### src/rtl/cube_motion_if.sv
// Player-cube bus: frame tick, buttons, floor positions in; cube position and status out.
interface cube_motion_if;
  logic       clk_vga;
  logic       btn_jump;
  logic       btn_left;
  logic       btn_right;
  logic [9:0] floor_pos_x0, floor_pos_x1, floor_pos_x2, floor_pos_x3;
  logic [9:0] floor_pos_y0, floor_pos_y1, floor_pos_y2, floor_pos_y3;
  logic [3:0] enable;
  logic [9:0] cube_x;
  logic [9:0] cube_y;
  logic [8:0] time_gap;
  logic       hit_ceiling;
  logic       landed;
  logic       game_over;

  // Driver side: debouncers, floor_gen and the frame tick source.
  modport master (
    output clk_vga, btn_jump, btn_left, btn_right,
    output floor_pos_x0, floor_pos_x1, floor_pos_x2, floor_pos_x3,
    output floor_pos_y0, floor_pos_y1, floor_pos_y2, floor_pos_y3,
    output enable,
    input  cube_x, cube_y, time_gap, hit_ceiling, landed, game_over
  );

  // Cube physics side.
  modport slave (
    input  clk_vga, btn_jump, btn_left, btn_right,
    input  floor_pos_x0, floor_pos_x1, floor_pos_x2, floor_pos_x3,
    input  floor_pos_y0, floor_pos_y1, floor_pos_y2, floor_pos_y3,
    input  enable,
    output cube_x, cube_y, time_gap, hit_ceiling, landed, game_over
  );
endinterface

### src/rtl/cube_motion.sv
// Player-cube physics: jump/rise/fall/horizontal motion per frame tick,
// landing on floors from floor_gen and off-screen death detection.

// Per-floor geometry check. All math in 11 bits so floor edges near 0 and
// sums above 1023 never wrap; the left-edge test is rearranged to avoid
// a negative x_i - FLOOR_HALF_W.
module cube_floor_chk #(
  parameter int CUBE_SIZE    = 20,
  parameter int FLOOR_HALF_W = 40
) (
  input  logic        en,
  input  logic [9:0]  fx,
  input  logic [9:0]  fy,
  input  logic [9:0]  cx,
  input  logic [10:0] bottom,
  input  logic        step,
  output logic        support,
  output logic        land
);
  logic [10:0] fx_w, fy_w, cx_w;
  logic        overlap;

  assign fx_w = {1'b0, fx};
  assign fy_w = {1'b0, fy};
  assign cx_w = {1'b0, cx};

  // cube_x + CUBE_SIZE > fx - HALF_W  <=>  cube_x + CUBE_SIZE + HALF_W > fx
  assign overlap = (cx_w + 11'(CUBE_SIZE + FLOOR_HALF_W) > fx_w) &&
                   (cx_w <= fx_w + 11'(FLOOR_HALF_W));

  assign support = en && overlap && (bottom == fy_w);
  assign land    = en && overlap && (bottom <= fy_w) &&
                   (bottom + {10'd0, step} >= fy_w);
endmodule

module cube_motion #(
  parameter int CUBE_SIZE    = 20,
  parameter int FLOOR_HALF_W = 40,
  parameter int CEIL_Y       = 40,
  parameter int SCREEN_W     = 640,
  parameter int SCREEN_H     = 480,
  parameter int START_X      = 140,
  parameter int START_Y      = 200,
  parameter int RISE_END     = 320
) (
  input  logic         clk,
  input  logic         rst,
  cube_motion_if.slave bus
);
  localparam int NUM_LANES = 4;

  typedef enum logic [1:0] {ST_STAND, ST_RISE, ST_FALL, ST_DEAD} state_t;

  state_t     state, state_nxt;
  logic [9:0] cube_x, x_nxt;
  logic [9:0] cube_y, y_nxt;
  logic [8:0] time_gap, tg_nxt;
  logic [8:0] fall_cnt, fc_nxt;
  logic [1:0] floor_idx, fidx_nxt;
  logic       jump_req, jump_req_nxt;
  logic       btn_prev;

  logic [NUM_LANES-1:0][9:0] fx, fy;
  logic [NUM_LANES-1:0]      support, land;
  logic [1:0]                land_idx;
  logic [10:0]               bottom, y_fall;
  logic                      rs, fs, btn_rise, mv_l, mv_r;

  // Rise schedule, shared with floor_gen: decelerates in four 80-step bands.
  function automatic logic rise_step(input logic [8:0] n);
    if      (n < 9'd80)  return 1'b1;
    else if (n < 9'd160) return n[0] == 1'b0;
    else if (n < 9'd240) return n[1:0] == 2'b00;
    else if (n < 9'd320) return n[2:0] == 3'b000;
    else                 return 1'b0;
  endfunction

  // Fall schedule: the rise schedule mirrored, accelerating to 1 px/tick.
  function automatic logic fall_step(input logic [8:0] n);
    if      (n < 9'd80)  return n[2:0] == 3'b000;
    else if (n < 9'd160) return n[1:0] == 2'b00;
    else if (n < 9'd240) return n[0] == 1'b0;
    else                 return 1'b1;
  endfunction

  assign fx = {bus.floor_pos_x3, bus.floor_pos_x2, bus.floor_pos_x1, bus.floor_pos_x0};
  assign fy = {bus.floor_pos_y3, bus.floor_pos_y2, bus.floor_pos_y1, bus.floor_pos_y0};

  assign rs       = rise_step(time_gap);
  assign fs       = fall_step(fall_cnt);
  assign bottom   = {1'b0, cube_y} + 11'(CUBE_SIZE);
  assign y_fall   = {1'b0, cube_y} + {10'd0, fs};
  assign btn_rise = bus.btn_jump & ~btn_prev;
  assign mv_l     = bus.btn_left & ~bus.btn_right;
  assign mv_r     = bus.btn_right & ~bus.btn_left;

  // One geometry checker per floor slot; all use the pre-move cube_x.
  for (genvar g = 0; g < NUM_LANES; g++) begin : g_lane
    cube_floor_chk #(
      .CUBE_SIZE    (CUBE_SIZE),
      .FLOOR_HALF_W (FLOOR_HALF_W)
    ) u_chk (
      .en      (bus.enable[g]),
      .fx      (fx[g]),
      .fy      (fy[g]),
      .cx      (cube_x),
      .bottom  (bottom),
      .step    (fs),
      .support (support[g]),
      .land    (land[g])
    );
  end

  // Lowest-index qualifying floor wins the landing.
  always_comb begin
    land_idx = '0;
    for (int i = NUM_LANES - 1; i >= 0; i--)
      if (land[i]) land_idx = 2'(i);
  end

  // State register: async reset to the start position, falling.
  always_ff @(posedge clk or posedge rst) begin
    if (rst) begin
      state     <= ST_FALL;
      cube_x    <= 10'(START_X);
      cube_y    <= 10'(START_Y);
      time_gap  <= '0;
      fall_cnt  <= '0;
      floor_idx <= '0;
      jump_req  <= 1'b0;
      btn_prev  <= 1'b0;
    end else begin
      state     <= state_nxt;
      cube_x    <= x_nxt;
      cube_y    <= y_nxt;
      time_gap  <= tg_nxt;
      fall_cnt  <= fc_nxt;
      floor_idx <= fidx_nxt;
      jump_req  <= jump_req_nxt;
      btn_prev  <= bus.btn_jump;
    end
  end

  // Next-state: everything moves only on a frame tick, and never once dead.
  always_comb begin
    state_nxt    = state;
    x_nxt        = cube_x;
    y_nxt        = cube_y;
    tg_nxt       = time_gap;
    fc_nxt       = fall_cnt;
    fidx_nxt     = floor_idx;
    jump_req_nxt = (state == ST_DEAD) ? jump_req : (jump_req | btn_rise);

    if (bus.clk_vga && state != ST_DEAD) begin
      // Request is consumed on every tick; an edge on the tick itself is kept.
      jump_req_nxt = btn_rise;

      if (mv_l && cube_x != 10'd0)
        x_nxt = cube_x - 10'd1;
      else if (mv_r && {1'b0, cube_x} < 11'(SCREEN_W - CUBE_SIZE))
        x_nxt = cube_x + 10'd1;

      unique case (state)
        ST_STAND: begin
          if (jump_req) begin
            state_nxt = ST_RISE;
            tg_nxt    = 9'd1;
          end else if (!support[floor_idx]) begin
            state_nxt = ST_FALL;
            fc_nxt    = '0;
          end else begin
            y_nxt = fy[floor_idx] - 10'(CUBE_SIZE);
          end
        end
        ST_RISE: begin
          if (time_gap == 9'(RISE_END)) begin
            state_nxt = ST_FALL;
            tg_nxt    = '0;
            fc_nxt    = '0;
          end else begin
            tg_nxt = time_gap + 9'd1;
            if ({1'b0, cube_y} < 11'(CEIL_Y) + {10'd0, rs})
              y_nxt = 10'(CEIL_Y);
            else
              y_nxt = cube_y - {9'd0, rs};
          end
        end
        ST_FALL: begin
          fc_nxt = (fall_cnt == 9'h1FF) ? fall_cnt : fall_cnt + 9'd1;
          if (|land) begin
            state_nxt = ST_STAND;
            fidx_nxt  = land_idx;
            y_nxt     = fy[land_idx] - 10'(CUBE_SIZE);
          end else begin
            y_nxt = y_fall[9:0];
            if (y_fall + 11'(CUBE_SIZE) >= 11'(SCREEN_H))
              state_nxt = ST_DEAD;
          end
        end
        ST_DEAD: ;
      endcase
    end
  end

  // Outputs are straight decodes of registered state.
  always_comb begin
    bus.cube_x      = cube_x;
    bus.cube_y      = cube_y;
    bus.time_gap    = time_gap;
    bus.landed      = (state == ST_STAND);
    bus.game_over   = (state == ST_DEAD);
    bus.hit_ceiling = (state == ST_RISE) && (cube_y == 10'(CEIL_Y));
  end
endmodule
### src/flat_wrapper.sv
// flat-port wrapper written by rule: the top's interface ports become plain ports
module cube_motion_flat 
#(
  parameter int CUBE_SIZE    = 20,
  parameter int FLOOR_HALF_W = 40,
  parameter int CEIL_Y       = 40,
  parameter int SCREEN_W     = 640,
  parameter int SCREEN_H     = 480,
  parameter int START_X      = 140,
  parameter int START_Y      = 200,
  parameter int RISE_END     = 320
)
  (clk, rst, bus_clk_vga, bus_btn_jump, bus_btn_left, bus_btn_right, bus_floor_pos_x0, bus_floor_pos_x1, bus_floor_pos_x2, bus_floor_pos_x3, bus_floor_pos_y0, bus_floor_pos_y1, bus_floor_pos_y2, bus_floor_pos_y3, bus_enable, bus_cube_x, bus_cube_y, bus_time_gap, bus_hit_ceiling, bus_landed, bus_game_over);
  cube_motion_if bus_i ();
  input  logic clk;
  input  logic rst;
  input wire logic [$bits(bus_i.clk_vga)-1:0] bus_clk_vga;
  input wire logic [$bits(bus_i.btn_jump)-1:0] bus_btn_jump;
  input wire logic [$bits(bus_i.btn_left)-1:0] bus_btn_left;
  input wire logic [$bits(bus_i.btn_right)-1:0] bus_btn_right;
  input wire logic [$bits(bus_i.floor_pos_x0)-1:0] bus_floor_pos_x0;
  input wire logic [$bits(bus_i.floor_pos_x1)-1:0] bus_floor_pos_x1;
  input wire logic [$bits(bus_i.floor_pos_x2)-1:0] bus_floor_pos_x2;
  input wire logic [$bits(bus_i.floor_pos_x3)-1:0] bus_floor_pos_x3;
  input wire logic [$bits(bus_i.floor_pos_y0)-1:0] bus_floor_pos_y0;
  input wire logic [$bits(bus_i.floor_pos_y1)-1:0] bus_floor_pos_y1;
  input wire logic [$bits(bus_i.floor_pos_y2)-1:0] bus_floor_pos_y2;
  input wire logic [$bits(bus_i.floor_pos_y3)-1:0] bus_floor_pos_y3;
  input wire logic [$bits(bus_i.enable)-1:0] bus_enable;
  output wire logic [$bits(bus_i.cube_x)-1:0] bus_cube_x;
  output wire logic [$bits(bus_i.cube_y)-1:0] bus_cube_y;
  output wire logic [$bits(bus_i.time_gap)-1:0] bus_time_gap;
  output wire logic [$bits(bus_i.hit_ceiling)-1:0] bus_hit_ceiling;
  output wire logic [$bits(bus_i.landed)-1:0] bus_landed;
  output wire logic [$bits(bus_i.game_over)-1:0] bus_game_over;
  assign bus_i.clk_vga = bus_clk_vga;
  assign bus_i.btn_jump = bus_btn_jump;
  assign bus_i.btn_left = bus_btn_left;
  assign bus_i.btn_right = bus_btn_right;
  assign bus_i.floor_pos_x0 = bus_floor_pos_x0;
  assign bus_i.floor_pos_x1 = bus_floor_pos_x1;
  assign bus_i.floor_pos_x2 = bus_floor_pos_x2;
  assign bus_i.floor_pos_x3 = bus_floor_pos_x3;
  assign bus_i.floor_pos_y0 = bus_floor_pos_y0;
  assign bus_i.floor_pos_y1 = bus_floor_pos_y1;
  assign bus_i.floor_pos_y2 = bus_floor_pos_y2;
  assign bus_i.floor_pos_y3 = bus_floor_pos_y3;
  assign bus_i.enable = bus_enable;
  assign bus_cube_x = bus_i.cube_x;
  assign bus_cube_y = bus_i.cube_y;
  assign bus_time_gap = bus_i.time_gap;
  assign bus_hit_ceiling = bus_i.hit_ceiling;
  assign bus_landed = bus_i.landed;
  assign bus_game_over = bus_i.game_over;
  cube_motion #(.CUBE_SIZE(CUBE_SIZE), .FLOOR_HALF_W(FLOOR_HALF_W), .CEIL_Y(CEIL_Y), .SCREEN_W(SCREEN_W), .SCREEN_H(SCREEN_H), .START_X(START_X), .START_Y(START_Y), .RISE_END(RISE_END)) u_core (.clk(clk), .rst(rst), .bus(bus_i));
endmodule
### config.mk
export PLATFORM = sky130hd
export DESIGN_NAME = cube_motion_flat
export DESIGN_NICKNAME = d
export VERILOG_FILES = /design/src/rtl/cube_motion_if.sv /design/src/rtl/cube_motion.sv /design/src/flat_wrapper.sv
export SDC_FILE = /design/constraint.sdc
export NUM_CORES = 1
export LEC_CHECK = 0
export BUFFER_PORTS_ARGS = -buffer_cell sky130_fd_sc_hd__buf_2
export CAP_MARGIN = 10
export CORE_MARGIN = 2
export CORE_UTILIZATION = 55
export CTS_BUF_LIST = sky130_fd_sc_hd__clkbuf_8
export CTS_CLUSTER_SIZE = 30
export DETAILED_ROUTE_END_ITERATION = 8
export HOLD_SLACK_MARGIN = 0.05
export PLACE_DENSITY = 0.79
export SLEW_MARGIN = 20
export SYNTH_ARGS = -nofsm -noshare
export SYNTH_HDL_FRONTEND = slang
export SYNTH_SLANG_ARGS = --single-unit
### constraint.sdc
create_clock -name clk -period 4.95 [get_ports clk]
set_clock_uncertainty 0.2 [all_clocks]
set_input_delay 0.7425 -clock clk [delete_from_list [all_inputs] [get_ports clk]]
set_output_delay 0.7425 -clock clk [all_outputs]
set_load 0.02 [all_outputs]
==> impl_metrics.prom, run 1 <==
# TYPE chip_impl_metric gauge
chip_impl_metric{name="post_synth_net_total",unit=""} 1335
chip_impl_info{name="timing.critical_path.cells",value="nand2_1 > a21boi_2 > a221oi_4 > o21ai_2 > ha_2 > and3_4 > nand3_4 > o21ai_1 > nand2_1 > o21ai_1 > nand2_1 > xnor2_2 > ha_2 > o21a_1 > o221ai_2 > and3b_2 > or3_4 > a21oi_4 > mux4_2 > buf_6 > nor3_2 > nand3b_1 > or4b_1 > nand3_1"} 1
chip_impl_metric{name="numClockSinks",unit=""} 44
chip_impl_metric{name="routed_wire_length_per_instance",unit="um"} 18.49
chip_impl_metric{name="avgViaCountPerCell",unit=""} 6.186
chip_impl_info{name="synthMostInstantiatedCell",value="ha_1"} 1
chip_impl_info{name="unrepaired_setup_endpoints_after_global_routing",value="yes"} 1
chip_impl_metric{name="initial_antenna_violation_count",unit=""} 0
chip_impl_metric{name="syn2layout_area_growth",unit="%"} 25.95
chip_impl_info{name="violated_checks",value="setup timing"} 1
chip_impl_metric{name="postSynth.asyncResetShare",unit="%"} 100.0
chip_impl_info{name="yosys-top-cells-area",value="ha_1 27%, dfrtp_1 11%, xnor2_1 5.5%, inv_1 5.3%, mux4_2 4.2%"} 1
chip_impl_metric{name="clock_latency_of_the_later_clocked_register_in_the_worst_skew_pair",unit="ns"} 0.32
chip_impl_info{name="status",value="finished with violations"} 1
chip_impl_metric{name="synth_cell_types",unit=""} 74
chip_impl_metric{name="synth.yosys.seq_area_share",unit="%"} 12.96
chip_impl_metric{name="ir_drop",unit="mV"} 0.3972
chip_impl_metric{name="die_x",unit="um"} 128.8
chip_impl_metric{name="syn-instance-count",unit=""} 1059
chip_impl_info{name="tritoncts",value="built"} 1
chip_impl_metric{name="layout-drive-gt1-share",unit="%"} 27.78
chip_impl_metric{name="grt.overflow.total",unit=""} 0
chip_impl_metric{name="timing.hold.worst_path_depth",unit=""} 1
chip_impl_info{name="synth.cells.most_frequent",value="185 x ha_1, 121 x inv_1, 71 x nand2_1"} 1
chip_impl_metric{name="multi_input_gate_area_in_the_final_layout",unit="um^2"} 7063
chip_impl_metric{name="max_freq",unit="MHz"} 185.3
chip_impl_metric{name="synth_top_area_share",unit="%"} 27.03
chip_impl_metric{name="route.detailed.drc",unit=""} 0
chip_impl_metric{name="via_count",unit=""} 9291
chip_impl_info{name="cp_common_cell",value="nand2_1"} 1
chip_impl_info{name="cp-start-kind",value="flop"} 1
chip_impl_metric{name="max_slew_margin",unit="%"} 38.77
chip_impl_metric{name="ctsHtreeMaxLevel",unit=""} 2
chip_impl_info{name="timing_worst_setup_path_type",value="reg2reg"} 1
chip_impl_metric{name="io_pins",unit=""} 122
chip_impl_metric{name="grtUsageMet2",unit="%"} 56.18
chip_impl_metric{name="critical_path.max_stage_delay",unit="ns"} 0.59
chip_impl_metric{name="fp.dieH",unit="um"} 128.8
chip_impl_metric{name="timing.setup.tns",unit="ns"} -2.486
chip_impl_metric{name="hold_violations",unit=""} 0
chip_impl_metric{name="final_util",unit="%"} 70.95
chip_impl_metric{name="clockBufferDepth",unit=""} 2
chip_impl_metric{name="detailedRoute.firstIterationViolations",unit=""} 858
chip_impl_metric{name="global_placement_routability_congestion",unit=""} 1.004
chip_impl_metric{name="syn_area",unit="um^2"} 8563
chip_impl_metric{name="setup_slack",unit="ns"} -0.4479
chip_impl_metric{name="fin_total_pwr",unit="W"} 0.006055
chip_impl_metric{name="drt_pass_1_iters",unit=""} 5
chip_impl_metric{name="cts_buffers",unit=""} 5
chip_impl_metric{name="first_global_vias",unit=""} 8773
chip_impl_metric{name="clk_pin_slew_worst_paths",unit="ns"} 0.10
chip_impl_metric{name="fp-row-count",unit=""} 45
chip_impl_metric{name="routed_wirelength",unit="mm"} 27.77
chip_impl_metric{name="layout.filler_cells",unit=""} 1210
chip_impl_metric{name="leakage",unit="nW"} 5.356
chip_impl_metric{name="detailed_place_hpwl",unit="mm"} 22.23
chip_impl_metric{name="finalSetupViolCount",unit=""} 7
chip_impl_info{name="most_crowded_layer_gr",value="met2"} 1
chip_impl_info{name="crit_path_top_delay_cell",value="mux4_2"} 1
chip_impl_metric{name="use_met3",unit="%"} 3.243
chip_impl_metric{name="finalNonFillerCells",unit=""} 1502
chip_impl_metric{name="grt_max_degree",unit=""} 45
chip_impl_metric{name="min_cycle_time_layout",unit="ns"} 5.398
chip_impl_info{name="root_buffer",value="clkbuf_8"} 1
chip_impl_metric{name="yosys_warnings",unit=""} 0
chip_impl_metric{name="tightest_slew",unit="ns"} 0.9151
chip_impl_metric{name="nets",unit=""} 1589
chip_impl_metric{name="synth_enable_flop_cells",unit=""} 0
chip_impl_metric{name="portBuffers",unit=""} 121
chip_impl_metric{name="gr-usage-met1",unit="%"} 42.58
chip_impl_metric{name="core-area",unit="um^2"} 15200
chip_impl_info{name="setup.worst_path.end_class",value="flop"} 1
chip_impl_metric{name="cp.required",unit="ns"} 5.01
chip_impl_metric{name="syn-mean-instance-area",unit="um^2"} 8.086
chip_impl_metric{name="powerDensity",unit="nW/um^2"} 561.4
chip_impl_metric{name="globalRouteTotalUtil",unit="%"} 32.76
chip_impl_metric{name="antenna_violating_nets_post_route",unit=""} 0
chip_impl_metric{name="dpl.cell_count",unit=""} 1475
chip_impl_metric{name="critical_path_arrival",unit="ns"} 5.45
chip_impl_metric{name="total_inserted_antenna_cells",unit=""} 0
chip_impl_metric{name="cap_viol_max_count",unit=""} 0
chip_impl_metric{name="top_fanout_value_on_the_critical_path",unit=""} 6
chip_impl_metric{name="reg2reg_depth",unit=""} 24
chip_impl_metric{name="ys_seq_elements",unit=""} 44
chip_impl_info{name="worst_hold_path_type",value="reg2reg"} 1
chip_impl_metric{name="final.period_utilization",unit="%"} 109.0
chip_impl_metric{name="floorplan.die_area",unit="um^2"} 16580
chip_impl_metric{name="grt_pass1_wl",unit="mm"} 43.48
chip_impl_metric{name="sequential_cell_area",unit="um^2"} 1111
chip_impl_metric{name="effective_utilization_at_floorplan",unit="%"} 56.33
chip_impl_metric{name="final_max_slew_viol_count",unit=""} 0
chip_impl_info{name="synth_largest_area_cell",value="ha_1"} 1
chip_impl_info{name="synth_ff_type",value="dfrtp_1"} 1
-- metal layers --
| layer | routed length, um | up-vias |
|---|---|---|
| li1 | - | 4385 |
| met1 | 11510 | 4377 |
| met2 | 13240 | 431 |
| met3 | 1772 | 98 |
| met4 | 1248 | 0 |
| met5 | 0 | - |
-- final cells by class --
| class | count | share of cell area (%) |
|---|---|---|
| clock buffer | 5 | 0.6381 |
| clock inverter | 3 | 0.4408 |
| inverter | 122 | 4.258 |
| multi-input combinational | 865 | 65.49 |
| sequential | 44 | 10.30 |
| tap | 188 | 2.181 |
| timing repair buffer | 275 | 16.69 |
-- report_power, final --
part	switching [W]	internal, W
logic	0.00276	0.00234
registers	0.000182	0.000475
clock network	0.000149	0.000152
-- cell families (layout without fill, tap and decap cells) --
family                     after synthesis  after routing  synth area share [%]
and+or+nand+nor                        307            307                 18.13
AOI/OAI and AO/OA                      259            259                 20.19
adders and majority gates              186            186                 27.26
buffers and inverters                  150            405                 6.940
xor gates and xnor gates                80             80                 8.182
DFF                                     44             44                 12.96
muxes                                   33             33                 6.327
-- through the flow --
stage | hold slack (ns) | setup slack, ns | area (um^2)
4_1_cts | 0.2499 | -0.3550 | 10600
2_1_floorplan | 0.2103 | -0.08282 | 8652
6_report | 0.2456 | -0.4479 | 10790
3_5_place_dp | 0.2208 | -0.4809 | 10370
3_3_place_gp | 0.2328 | -0.3078 | 10370
5_1_grt | 0.3010 | -0.7274 | 10790
-- cell usage in the layout, fill, tap and decap left out, types with 40 or more instances in the layout --
cell and n:
nand2_1 71, nand3_1 40, o21ai_0 50, xnor2_1 50, nor2_1 63, buf_4 146
buf_2 121, inv_1 116, ha_1 180, a21oi_1 66
-- worst max-delay path: cells and delay by family (launching register included) --
| kind | cells | cell delay [ns] |
|---|---|---|
| AO/OA/AOI/OAI | 8 | 1.26 |
| XOR/XNOR | 1 | 0.18 |
| adder cells (fa/ha/maj) | 2 | 0.55 |
| buffers and inverters | 1 | 0.15 |
| flip-flops | 1 | 0.42 |
| multiplexers | 1 | 0.59 |
| AND/OR/NAND/NOR | 11 | 2.00 |
-- sequential cells by signal, summed over array words and instances, names as in the netlist --
| signal | count |
|---|---|
| u_core.bus.cube_x | 10 |
| u_core.bus.cube_y | 10 |
| u_core.btn_prev | 1 |
| u_core.jump_req | 1 |
| u_core.floor_idx | 2 |
| u_core.bus.time_gap | 9 |
| u_core.state | 2 |
| u_core.fall_cnt | 9 |
-- final timing paths --
| kind | from | endpoint | slack (ns) |
|---|---|---|---|
| worst max-delay path | u_core.fall_cnt[6] | u_core.bus.cube_y[9] | -0.45 |
| worst min-delay path | u_core.btn_prev | u_core.jump_req | 0.25 |
| worst max register to register | u_core.fall_cnt[6] | u_core.bus.cube_y[9] | -0.45 |
| max in group asynchronous | rst | u_core.fall_cnt[5] | 3.67 |
| worst min register to register | u_core.btn_prev | u_core.jump_req | 0.25 |
| min in group asynchronous | rst | u_core.bus.cube_x[0] | 0.34 |
-- repair_timing --
action,4_1_cts,5_1_grt
hold buffers,0,0
pin swaps,22,31
buffers inserted,11,10
hold endpoints to repair,0,0
setup endpoints to repair,8,11
resized for setup,11,28
No activity file was read; power rests on OpenSTA's default activity.
==> inputs of run 2 (changes only) <==
--- a/config.mk
+++ b/config.mk
@@ -12,8 +12,8 @@
 export CTS_BUF_LIST = sky130_fd_sc_hd__clkbuf_8
 export CTS_CLUSTER_SIZE = 30
 export DETAILED_ROUTE_END_ITERATION = 8
-export HOLD_SLACK_MARGIN = 0.05
-export PLACE_DENSITY = 0.79
+export HOLD_SLACK_MARGIN = 0.12
+export PLACE_DENSITY = 0.77
 export SLEW_MARGIN = 20
 export SYNTH_ARGS = -nofsm -noshare
 export SYNTH_HDL_FRONTEND = slang
==> constraint.sdc (replaced) <==
create_clock -name clk -period 5.6 [get_ports clk]
set_clock_uncertainty 0.2 [all_clocks]
set_input_delay 0.84 -clock clk [delete_from_list [all_inputs] [get_ports clk]]
set_output_delay 0.84 -clock clk [all_outputs]
set_load 0.02 [all_outputs]
==> impl_metrics.prom, run 2 (synthesis gave the netlist of run 1 again) <==
# TYPE chip_impl_metric gauge
chip_impl_info{name="worst_hold_path_type",value="reg2reg"} 1
chip_impl_metric{name="multi_input_gate_area_in_the_final_layout",unit="um^2"} 7037
chip_impl_metric{name="timing.setup.tns",unit="ns"} -0.08057
chip_impl_info{name="setup.worst_path.end_class",value="flop"} 1
chip_impl_metric{name="fp.dieH",unit="um"} 128.8
chip_impl_metric{name="finalSetupViolCount",unit=""} 2
chip_impl_info{name="reg_top3",value="u_core.bus.cube_x x10, u_core.bus.cube_y x10"} 1
chip_impl_info{name="violated_checks",value="setup timing"} 1
chip_impl_metric{name="route.detailed.drc",unit=""} 0
chip_impl_metric{name="tightest_slew",unit="ns"} 0.9539
chip_impl_metric{name="layout.filler_cells",unit=""} 1291
chip_impl_metric{name="syn2layout_area_growth",unit="%"} 18.29
chip_impl_info{name="status",value="finished with violations"} 1
chip_impl_metric{name="nets",unit=""} 1508
chip_impl_metric{name="top_fanout_value_on_the_critical_path",unit=""} 6
chip_impl_metric{name="cp.required",unit="ns"} 5.63
chip_impl_metric{name="antenna_violating_nets_post_route",unit=""} 0
chip_impl_metric{name="numClockSinks",unit=""} 44
chip_impl_metric{name="avgViaCountPerCell",unit=""} 6.156
chip_impl_info{name="tritoncts",value="built"} 1
chip_impl_metric{name="ir_drop",unit="mV"} 0.3086
chip_impl_metric{name="fp-row-count",unit=""} 45
chip_impl_info{name="cp-start-kind",value="flop"} 1
chip_impl_info{name="final_cell_mix",value="179 x ha_1, 121 x buf_2, 116 x inv_1, 70 x nand2_1, 70 x buf_4"} 1
chip_impl_metric{name="portBuffers",unit=""} 121
chip_impl_metric{name="setup_slack",unit="ns"} -0.04671
chip_impl_metric{name="layout-drive-gt1-share",unit="%"} 22.71
chip_impl_metric{name="core-area",unit="um^2"} 15200
chip_impl_metric{name="max_slew_margin",unit="%"} 36.31
chip_impl_metric{name="powerDensity",unit="nW/um^2"} 479.6
chip_impl_metric{name="placement.cell_area",unit="um^2"} 9741
chip_impl_metric{name="drt_pass_1_iters",unit=""} 5
chip_impl_info{name="mostFrequentLayoutCell",value="ha_1"} 1
chip_impl_metric{name="sequential_cell_area",unit="um^2"} 1110
chip_impl_metric{name="finalHoldWorstSlack",unit="ns"} 0.2615
chip_impl_metric{name="die_x",unit="um"} 128.8
chip_impl_metric{name="first_global_vias",unit=""} 8483
chip_impl_metric{name="grt_pass1_wl",unit="mm"} 41.11
chip_impl_metric{name="routed_wirelength",unit="mm"} 25.92
chip_impl_metric{name="initial_antenna_violation_count",unit=""} 0
chip_impl_metric{name="final.period_utilization",unit="%"} 100.8
chip_impl_metric{name="leakage",unit="nW"} 4.953
chip_impl_metric{name="final_max_slew_viol_count",unit=""} 0
chip_impl_metric{name="total_inserted_antenna_cells",unit=""} 0
chip_impl_metric{name="globalRouteTotalUtil",unit="%"} 30.94
chip_impl_metric{name="critical_path_arrival",unit="ns"} 5.67
chip_impl_metric{name="io_pins",unit=""} 122
chip_impl_metric{name="finish.instance_area",unit="um^2"} 10130
chip_impl_metric{name="effective_utilization_at_floorplan",unit="%"} 56.33
chip_impl_metric{name="clock_latency_of_the_later_clocked_register_in_the_worst_skew_pair",unit="ns"} 0.32
chip_impl_metric{name="min_cycle_time_layout",unit="ns"} 5.647
chip_impl_metric{name="floorplan.die_area",unit="um^2"} 16580
chip_impl_metric{name="clk_pin_slew_worst_paths",unit="ns"} 0.10
chip_impl_metric{name="detailed_place_hpwl",unit="mm"} 20.65
chip_impl_metric{name="cts_buffers",unit=""} 5
chip_impl_metric{name="via_count",unit=""} 8747
chip_impl_info{name="root_buffer",value="clkbuf_8"} 1
chip_impl_metric{name="grt_max_degree",unit=""} 45
chip_impl_metric{name="hold_violations",unit=""} 0
chip_impl_metric{name="cts_hold_repair.buffers",unit=""} 0
chip_impl_metric{name="cap_viol_max_count",unit=""} 0
chip_impl_metric{name="detailedRoute.firstIterationViolations",unit=""} 732
chip_impl_info{name="timing_worst_setup_path_type",value="reg2reg"} 1
chip_impl_metric{name="ctsHtreeMaxLevel",unit=""} 2
chip_impl_metric{name="global_placement_routability_congestion",unit=""} 1.021
chip_impl_metric{name="routed_wire_length_per_instance",unit="um"} 18.24
chip_impl_metric{name="grt.overflow.total",unit=""} 0
chip_impl_metric{name="clockBufferDepth",unit=""} 2
chip_impl_metric{name="max_freq",unit="MHz"} 177.1
## run 2: layer usage
layer | wire (um) | GRT usage (%) | vias up
met3 | 1848 | 3.867 | 72
met1 | 11010 | 40.15 | 4081
met2 | 12290 | 53.91 | 370
met4 | 771 | 9.143 | 0
met5 | 0 | 0 | -
li1 | - | - | 4224
## run 2: path summary, 6_finish.rpt
check	from	slack, ns	cells past startpoint	endpoint
worst max-delay path	u_core.fall_cnt[5]	-0.05	24	u_core.bus.cube_y[7]
worst min-delay path	u_core.btn_prev	0.26	1	u_core.jump_req
worst max register to register	u_core.fall_cnt[5]	-0.05	24	u_core.bus.cube_y[7]
worst min register to register	u_core.btn_prev	0.26	1	u_core.jump_req
max in group asynchronous	rst	4.08	2	u_core.bus.cube_y[2]
min in group asynchronous	rst	0.53	2	u_core.bus.time_gap[8]
## run 2: timing repair
action | CTS | global route
setup endpoints to repair | 5 | 12
resized for setup | 1 | 44
buffers inserted | 1 | 9
pin swaps | 2 | 26
## run 2: area by class of cell
class	instances	share of cell area, %
Multi-Input combinational cell	865	69.47
Clock buffer	5	0.6793
Sequential cell	44	10.96
Tap cell	188	2.322
Timing Repair Buffer	194	11.59
Clock inverter	3	0.4694
Inverter	122	4.521
## run 2: per-stage QoR
step | total power (W) | util (%) | instances | setup WS, ns
floorplan | 0.003155 | - | 1059 | 0.2831
global placement | 0.004227 | 64.07 | 1403 | 0.05683
detailed placement | 0.004336 | 64.07 | 1403 | -0.1039
CTS | 0.004633 | 64.97 | 1412 | 0.02389
global route | 0.005343 | 66.63 | 1421 | -0.2327
finish | 0.004858 | 66.63 | 1421 | -0.04671
## run 2: critical path, stage by stage (launching register included)
cell and delay (ns):
dfrtp_1 0.44, o21ai_1 0.17, nand2_1 0.08, a31oi_1 0.22, o21ai_2 0.13, ha_2 0.21, and3_4 0.19, buf_4 0.13
xor2_1 0.35, buf_4 0.19, ha_1 0.25, a211oi_1 0.32, o21ai_0 0.20, o221ai_1 0.22, and3b_1 0.22, nor3_2 0.06
nor3_4 0.22, buf_12 0.15, mux4_2 0.51, buf_4 0.15, o21ai_2 0.20, buf_4 0.16, mux2i_1 0.20, nor3_1 0.08
o31ai_1 0.29
## run 2: where the power goes
part           internal [W]  switching, W
logic               0.00174       0.00226
clock network      0.000135      0.000134
registers          0.000419      0.000173
